`config.mk`:
```
export PLATFORM = sky130hd
export DESIGN_NAME = cmos_pixel_pack_flat
export DESIGN_NICKNAME = d
export VERILOG_FILES = /design/src/rtl/cmos_pixel_pack_if.sv /design/src/rtl/cmos_pixel_pack.sv /design/src/flat_wrapper.sv
export SDC_FILE = /design/constraint.sdc
export NUM_CORES = 1
export LEC_CHECK = 0
export CAP_MARGIN = 20
export CORE_ASPECT_RATIO = 1.2
export CORE_UTILIZATION = 31
export DETAILED_ROUTE_END_ITERATION = 12
export SLEW_MARGIN = 20
export SYNTH_ARGS = -nofsm -noshare
export SYNTH_HDL_FRONTEND = slang
export SYNTH_SLANG_ARGS = --single-unit
export TNS_END_PERCENT = 100
```
`constraint.sdc`:
```
create_clock -name clk -period 2.2 [get_ports clk]
set_input_delay 0.22 -clock clk [delete_from_list [all_inputs] [get_ports clk]]
set_output_delay 0.22 -clock clk [all_outputs]
set_load 0.02 [all_outputs]
```
`src/rtl/cmos_pixel_pack_if.sv`:
```
// ---------------------------------------------------------------------------
// cmos_pixel_pack_if
//   Pixel stream leaving the camera-side pixel assembler. It is a plain
//   valid-qualified stream with no back-pressure, because the sensor cannot
//   be stalled.
//
//   pix_o      assembled pixel, holds its last value while pix_vld_o is low
//   pix_vld_o  one-cycle strobe per kept pixel
//   sof_o      first kept pixel of the frame (only meaningful with pix_vld_o)
//   eol_o      last kept pixel of a kept line (only meaningful with pix_vld_o)
//
//   master : producer (cmos_pixel_pack)
//   slave  : consumer (line FIFO / frame buffer write port)
// ---------------------------------------------------------------------------
interface cmos_pixel_pack_if #(
  parameter int PIX_W = 16
);
  logic [PIX_W-1:0] pix_o;
  logic             pix_vld_o;
  logic             sof_o;
  logic             eol_o;

  modport master (output pix_o, pix_vld_o, sof_o, eol_o);
  modport slave  (input  pix_o, pix_vld_o, sof_o, eol_o);
endinterface

```
`src/rtl/cmos_pixel_pack.sv`:
```
// ---------------------------------------------------------------------------
// cmos_pixel_pack
//   Samples a DVP sensor bus on pclk, packs BPP consecutive beats into one
//   pixel word (MSB-first, or LSB-first when swap is latched), crops a
//   rectangular window and tags kept pixels with start-of-frame and
//   end-of-line flags. It also keeps a frame counter and the length of the
//   most recent line, and flags lines that end with a partial pixel.
//
//   clk          sensor pixel clock; all logic on the rising edge
//   rst_n        asynchronous active-low reset
//   vsync_i      frame sync, active level given by VS_POL
//   href_i       line valid; data_i carries a beat while high
//   data_i       sensor data beat
//   swap_i       byte order, latched at every frame start
//   pix_if       pixel stream out (pix_o / pix_vld_o / sof_o / eol_o)
//   frame_cnt_o  frames started since reset, wraps
//   line_len_o   complete pixels in the most recent line
//   err_o        one-cycle pulse when a line ends with a partial pixel
// ---------------------------------------------------------------------------
module cmos_pixel_pack #(
  parameter int IN_W     = 8,
  parameter int BPP      = 2,
  parameter int CNT_W    = 12,
  parameter int X_START  = 0,
  parameter int X_WIDTH  = 480,
  parameter int Y_START  = 0,
  parameter int Y_HEIGHT = 272,
  parameter bit VS_POL   = 1'b1
) (
  input  logic                 clk,
  input  logic                 rst_n,
  input  logic                 vsync_i,
  input  logic                 href_i,
  input  logic [IN_W-1:0]      data_i,
  input  logic                 swap_i,
  cmos_pixel_pack_if.master    pix_if,
  output logic [7:0]           frame_cnt_o,
  output logic [CNT_W-1:0]     line_len_o,
  output logic                 err_o
);

  localparam int PIX_W = IN_W * BPP;
  localparam int PH_W  = (BPP > 1) ? $clog2(BPP) : 1;
  localparam logic [PH_W-1:0] PH_LAST = PH_W'(BPP - 1);
  localparam int X_END = X_START + X_WIDTH;
  localparam int Y_END = Y_START + Y_HEIGHT;

  typedef enum logic {
    S_IDLE,
    S_ACTIVE
  } state_t;

  state_t            state;
  logic              vs_q;      // registered copy of vsync, normalised to active-high
  logic              href_q;
  logic              swap_q;
  logic [PH_W-1:0]   phase;
  logic [PIX_W-1:0]  acc;
  logic [CNT_W-1:0]  x;
  logic [CNT_W-1:0]  y;

  logic              vs_act;
  logic              frame_start;
  logic              line_end;
  logic              beat;
  logic              pix_done;
  logic              keep;
  logic              is_sof;
  logic              is_eol;
  int                x_int;
  int                y_int;
  int                slot;
  logic [PIX_W-1:0]  acc_next;

  assign vs_act      = VS_POL ? vsync_i : ~vsync_i;
  assign frame_start = vs_act & ~vs_q;
  // A beat that coincides with a frame start belongs to no frame and is
  // discarded together with any partial pixel.
  assign beat        = (state == S_ACTIVE) && href_i && !frame_start;
  assign pix_done    = beat && (phase == PH_LAST);
  assign line_end    = (state == S_ACTIVE) && href_q && !href_i;

  assign x_int  = int'(x);
  assign y_int  = int'(y);
  assign keep   = (x_int >= X_START) && (x_int < X_END) &&
                  (y_int >= Y_START) && (y_int < Y_END);
  assign is_sof = (x_int == X_START) && (y_int == Y_START);
  assign is_eol = (x_int == X_END - 1);

  // Place the incoming beat in its slot. MSB-first puts beat 0 in the top
  // slot; the pixel word is taken from acc_next so the last beat needs no
  // extra cycle.
  // NOTE: every signal written here gets a default first, so no path leaves
  // it unassigned and no latch is inferred.
  always_comb begin
    acc_next = acc;
    slot     = swap_q ? int'(phase) : (BPP - 1 - int'(phase));
    for (int b = 0; b < BPP; b++) begin
      if (b == slot) acc_next[b*IN_W +: IN_W] = data_i;
    end
  end

  // NOTE: all state here uses non-blocking assignments so every register
  // sees the pre-edge values of the others, independent of statement order.
  always_ff @(posedge clk or negedge rst_n) begin
    if (!rst_n) begin
      state            <= S_IDLE;
      vs_q             <= 1'b0;
      href_q           <= 1'b0;
      swap_q           <= 1'b0;
      phase            <= '0;
      acc              <= '0;
      x                <= '0;
      y                <= '0;
      pix_if.pix_o     <= '0;
      pix_if.pix_vld_o <= 1'b0;
      pix_if.sof_o     <= 1'b0;
      pix_if.eol_o     <= 1'b0;
      frame_cnt_o      <= '0;
      line_len_o       <= '0;
      err_o            <= 1'b0;
    end else begin
      vs_q             <= vs_act;
      href_q           <= href_i;
      pix_if.pix_vld_o <= 1'b0;
      pix_if.sof_o     <= 1'b0;
      pix_if.eol_o     <= 1'b0;
      err_o            <= 1'b0;

      if (frame_start) begin
        // Frame start overrides everything, including a line in progress;
        // the partial pixel is dropped silently.
        state       <= S_ACTIVE;
        frame_cnt_o <= frame_cnt_o + 8'd1;
        swap_q      <= swap_i;
        phase       <= '0;
        x           <= '0;
        y           <= '0;
        if (line_end) line_len_o <= x;
      end else if (state == S_ACTIVE) begin
        if (beat) begin
          acc <= acc_next;
          if (pix_done) begin
            phase <= '0;
            x     <= (x == '1) ? x : x + 1'b1;
            if (keep) begin
              pix_if.pix_o     <= acc_next;
              pix_if.pix_vld_o <= 1'b1;
              pix_if.sof_o     <= is_sof;
              pix_if.eol_o     <= is_eol;
            end
          end else begin
            phase <= phase + 1'b1;
          end
        end else if (line_end) begin
          line_len_o <= x;
          y          <= (y == '1) ? y : y + 1'b1;
          x          <= '0;
          phase      <= '0;
          err_o      <= (phase != '0);
        end
      end
    end
  end

endmodule
```
`src/flat_wrapper.sv`:
```
// flat-port wrapper written by rule: the top's interface ports become plain ports
module cmos_pixel_pack_flat 
#(
  parameter int IN_W     = 8,
  parameter int BPP      = 2,
  parameter int CNT_W    = 12,
  parameter int X_START  = 0,
  parameter int X_WIDTH  = 480,
  parameter int Y_START  = 0,
  parameter int Y_HEIGHT = 272,
  parameter bit VS_POL   = 1'b1
)
  (clk, rst_n, vsync_i, href_i, data_i, swap_i, frame_cnt_o, line_len_o, err_o, pix_if_pix_o, pix_if_pix_vld_o, pix_if_sof_o, pix_if_eol_o);
  cmos_pixel_pack_if pix_if_i ();
  input  logic clk;
  input  logic rst_n;
  input  logic vsync_i;
  input  logic href_i;
  input  logic [IN_W-1:0] data_i;
  input  logic swap_i;
  output logic [7:0] frame_cnt_o;
  output logic [CNT_W-1:0] line_len_o;
  output logic err_o;
  output wire logic [$bits(pix_if_i.pix_o)-1:0] pix_if_pix_o;
  output wire logic [$bits(pix_if_i.pix_vld_o)-1:0] pix_if_pix_vld_o;
  output wire logic [$bits(pix_if_i.sof_o)-1:0] pix_if_sof_o;
  output wire logic [$bits(pix_if_i.eol_o)-1:0] pix_if_eol_o;
  assign pix_if_pix_o = pix_if_i.pix_o;
  assign pix_if_pix_vld_o = pix_if_i.pix_vld_o;
  assign pix_if_sof_o = pix_if_i.sof_o;
  assign pix_if_eol_o = pix_if_i.eol_o;
  cmos_pixel_pack #(.IN_W(IN_W), .BPP(BPP), .CNT_W(CNT_W), .X_START(X_START), .X_WIDTH(X_WIDTH), .Y_START(Y_START), .Y_HEIGHT(Y_HEIGHT), .VS_POL(VS_POL)) u_core (.clk(clk), .rst_n(rst_n), .vsync_i(vsync_i), .href_i(href_i), .data_i(data_i), .swap_i(swap_i), .pix_if(pix_if_i), .frame_cnt_o(frame_cnt_o), .line_len_o(line_len_o), .err_o(err_o));
endmodule
```
==> impl_metrics.toml <==
[run_status]
status = "complete, no violations"

[clock_network]
cts_tree = "built"
ctsResizeCount = 0
clock-sinks = 85
cts_made_buffers = 9
clk_pin_slew_ns = 0.06
htree_levels = 3
cts.path.max_buffers = 2
clk_latency_ns = 0.34
cts_root_buf = "clkbuf_16"

[power]
cellLeakagePower_nw = 2.168
peakVddDrop_v = 0.0003914
powerDensity_mw_per_mm2 = 1033

[route]
drtIter0Drc = 174
detail-route-antenna-nets = 0
wl_um = 8863
viasPerCell = 4.967
wl_per_cell_um = 15.25
first_pass_iters = 4
drc = 0
via_count = 2886

[logic_synthesis]
synth-edff-count = 0
yosysUniqueCellTypes = 49
yosysSeqAreaShare = 0.5371
syn_area_mm2 = 0.003960
ys_warn_count = 0
synth_ff_type = "dfrtp_1"
syn_nets = 370
synthArstFlopShare = 1.000
syn_inst = 352
avgSynthCellArea_um2 = 11.25
synth_seq_cells = 85

[die]
die_h_um = 125.8
die_area_mm2 = 0.01323
io_pins = 53
initial_core_util = 0.3226
num_rows = 44
core-area_mm2 = 0.01228
die_w_um = 105.2

[timing]
clock_skew_ns = 0.007121
tightest_slew_ns = 0.6618
grt_setup_unrepaired = "false"
timing.fmax_mhz = 493.6
hold_viol = 0
setup_tns_ns = 0
setup_viol = 0
post-route-period-util = 0.9209
fin_ws_ns = 0.1739
min_period_ns = 2.026
drv_slew = 0
relSlewSlack = 0.5588

[finish]
final_cell_mix = "85 x dfrtp_1, 51 x nand2_1, 51 x clkdlybuf4s50_1"
areaGrowthSynthToFinish_pct = 27.08
layout-drive-gt1-share = 0.2048
nNetsFinal = 433
diodes = 0
mostFrequentLayoutCell = "dfrtp_1"

[placed_design]
port_buffers = 52
place_ws_ns = 0.05296
dp_hpwl_um = 6197
gp_congestion = 0.8434

[global_route]
grt_pass1_vias = 3054
track_usage = 0.1485
grt_pass1_wl_um = 15370
antenna_found_initial = 0
grt_overflow = 0
grt_max_degree = 50

[worst_hold_path]
worstHoldPathType = "in2async"

[worst_setup_path]
cp_max_fo = 19
startpoint = "u_core.x[10]"
crit_type = "reg2reg"
cp.required_ns = 2.43
cp_cell_sequence = "or3_1 > nor4_2 > o2111a_1 > buf_12 > mux2_2"
endpoint_kind = "flop"
r2r_start = "u_core.x[10]"
cp_top_family = "simple AND/OR/NAND/NOR gates"
r2r_slack_ns = 0.17
slowest_delay_ns = 0.43
worst_path_max_delay_cell = "dfrtp_1"
worstPathArrival_ns = 2.26
cp-start-kind = "flop"
path_buf_inv = 1

[flow_run]
max_cap_violations = 0
-- state kept, by name, summed over array words and instances (netlist names), 8 cells and up --
name	cells
u_core.acc	16
u_core.pix_if.pix_o	16
u_core.line_len_o	12
u_core.x	12
u_core.y	12
u_core.frame_cnt_o	8
-- final cells by class --
cell class | instances | area [µm²]
timing repair buffer | 69 | 673.1
clock buffer | 11 | 242.7
multi-input combinational | 244 | 1707
inverter | 6 | 22.52
sequential | 85 | 2127
clock inverter | 5 | 58.81
fill | 1160 | 7244
tap | 161 | 201.4
-- path summary, 6_finish.rpt --
kind,to,depth (start not counted)
worst min-delay path,u_core.acc[9],2
worst max register to register,u_core.pix_if.pix_o[9],5
max in group asynchronous,u_core.line_len_o[5],3
min in group clk,u_core.swap_q,3
worst max-delay path,u_core.pix_if.pix_o[9],5
worst min register to register,u_core.line_len_o[2],2
-- synth_stat cells (2+ instances only) --
| cell | count | share of area |
|---|---|---|
| o31ai_1 | 4 | 0.0076 |
| nor4_1 | 2 | 0.0032 |
| and3_1 | 7 | 0.011 |
| nand4_1 | 6 | 0.0095 |
| dfrtp_1 | 85 | 0.54 |
| or3_1 | 6 | 0.0095 |
| and2_1 | 2 | 0.0032 |
| or4_1 | 4 | 0.0076 |
| nor3_1 | 5 | 0.0063 |
| inv_1 | 6 | 0.0057 |
| and4_1 | 4 | 0.0088 |
| xor2_1 | 3 | 0.0066 |
| nor4b_1 | 2 | 0.0044 |
| mux2_2 | 47 | 0.13 |
| o21ai_0 | 12 | 0.015 |
| a31oi_1 | 5 | 0.0079 |
| clkbuf_1 | 6 | 0.0057 |
| ha_1 | 5 | 0.016 |
| mux2_1 | 2 | 0.0057 |
| buf_2 | 4 | 0.0051 |
| a21oi_1 | 10 | 0.013 |
| xnor2_1 | 11 | 0.024 |
| buf_6 | 4 | 0.011 |
| nand2_1 | 51 | 0.048 |
| nor2_1 | 19 | 0.018 |
| nand3_1 | 16 | 0.020 |
| a311oi_1 | 2 | 0.0044 |
-- routing by layer --
metal / vias up / GRT usage / wire length (µm)
met1: 1442 / 0.1780 / 3916
met2: 52 / 0.2575 / 4428
met3: 16 / 0.03054 / 269
li1: 1376 / - / -
met4: 0 / 0.06462 / 248
met5: - / 0 / 0
-- metrics by stage --
| step | hold slack [ns] | cells | area [µm²] | power, W | utilization |
|---|---|---|---|---|---|
| floorplan | -0.07559 | 352 | 3960 | 0.003020 | - |
| global placement | 0.2956 | 564 | 4721 | 0.003657 | 0.3845 |
| detailed placement | 0.2983 | 564 | 4721 | 0.003703 | 0.3845 |
| CTS | 0.4324 | 581 | 5032 | 0.005255 | 0.4099 |
| global route | 0.4433 | 581 | 5032 | 0.005480 | 0.4099 |
| finish | 0.4357 | 581 | 5032 | 0.005197 | 0.4099 |
-- cells by family (layout without fill, tap and decap cells) --
logic type / count (synthesis) / in the layout / synth area share
adder cells (fa/ha/maj): 5 / 5 / 0.01580
XOR/XNOR: 15 / 15 / 0.03507
AND/OR/NAND/NOR: 134 / 134 / 0.1725
multiplexers: 49 / 49 / 0.1393
flip-flops: 85 / 85 / 0.5371
buffers and inverters: 23 / 91 / 0.03191
AO/OA/AOI/OAI: 41 / 41 / 0.06825
-- worst reg2reg max path: stages, from the launching register on --
cell      delay (ns)
dfrtp_1         0.43
or3_1           0.42
nor4_2          0.24
o2111a_1        0.29
buf_12          0.17
mux2_2          0.36
-- power by group --
group | switching [W] | internal (W) | leakage [nW]
logic | 0.000673 | 0.000822 | 0.934
registers | 0.000233 | 0.00192 | 1.09
clock network | 0.000636 | 0.000913 | 0.142
-- repair_timing --
item	in CTS	in global routing
setup buffers	0	0
endpoints found under the hold margin	48	0
hold buffers	1	0
No activity file was read; power rests on OpenSTA's default activity.
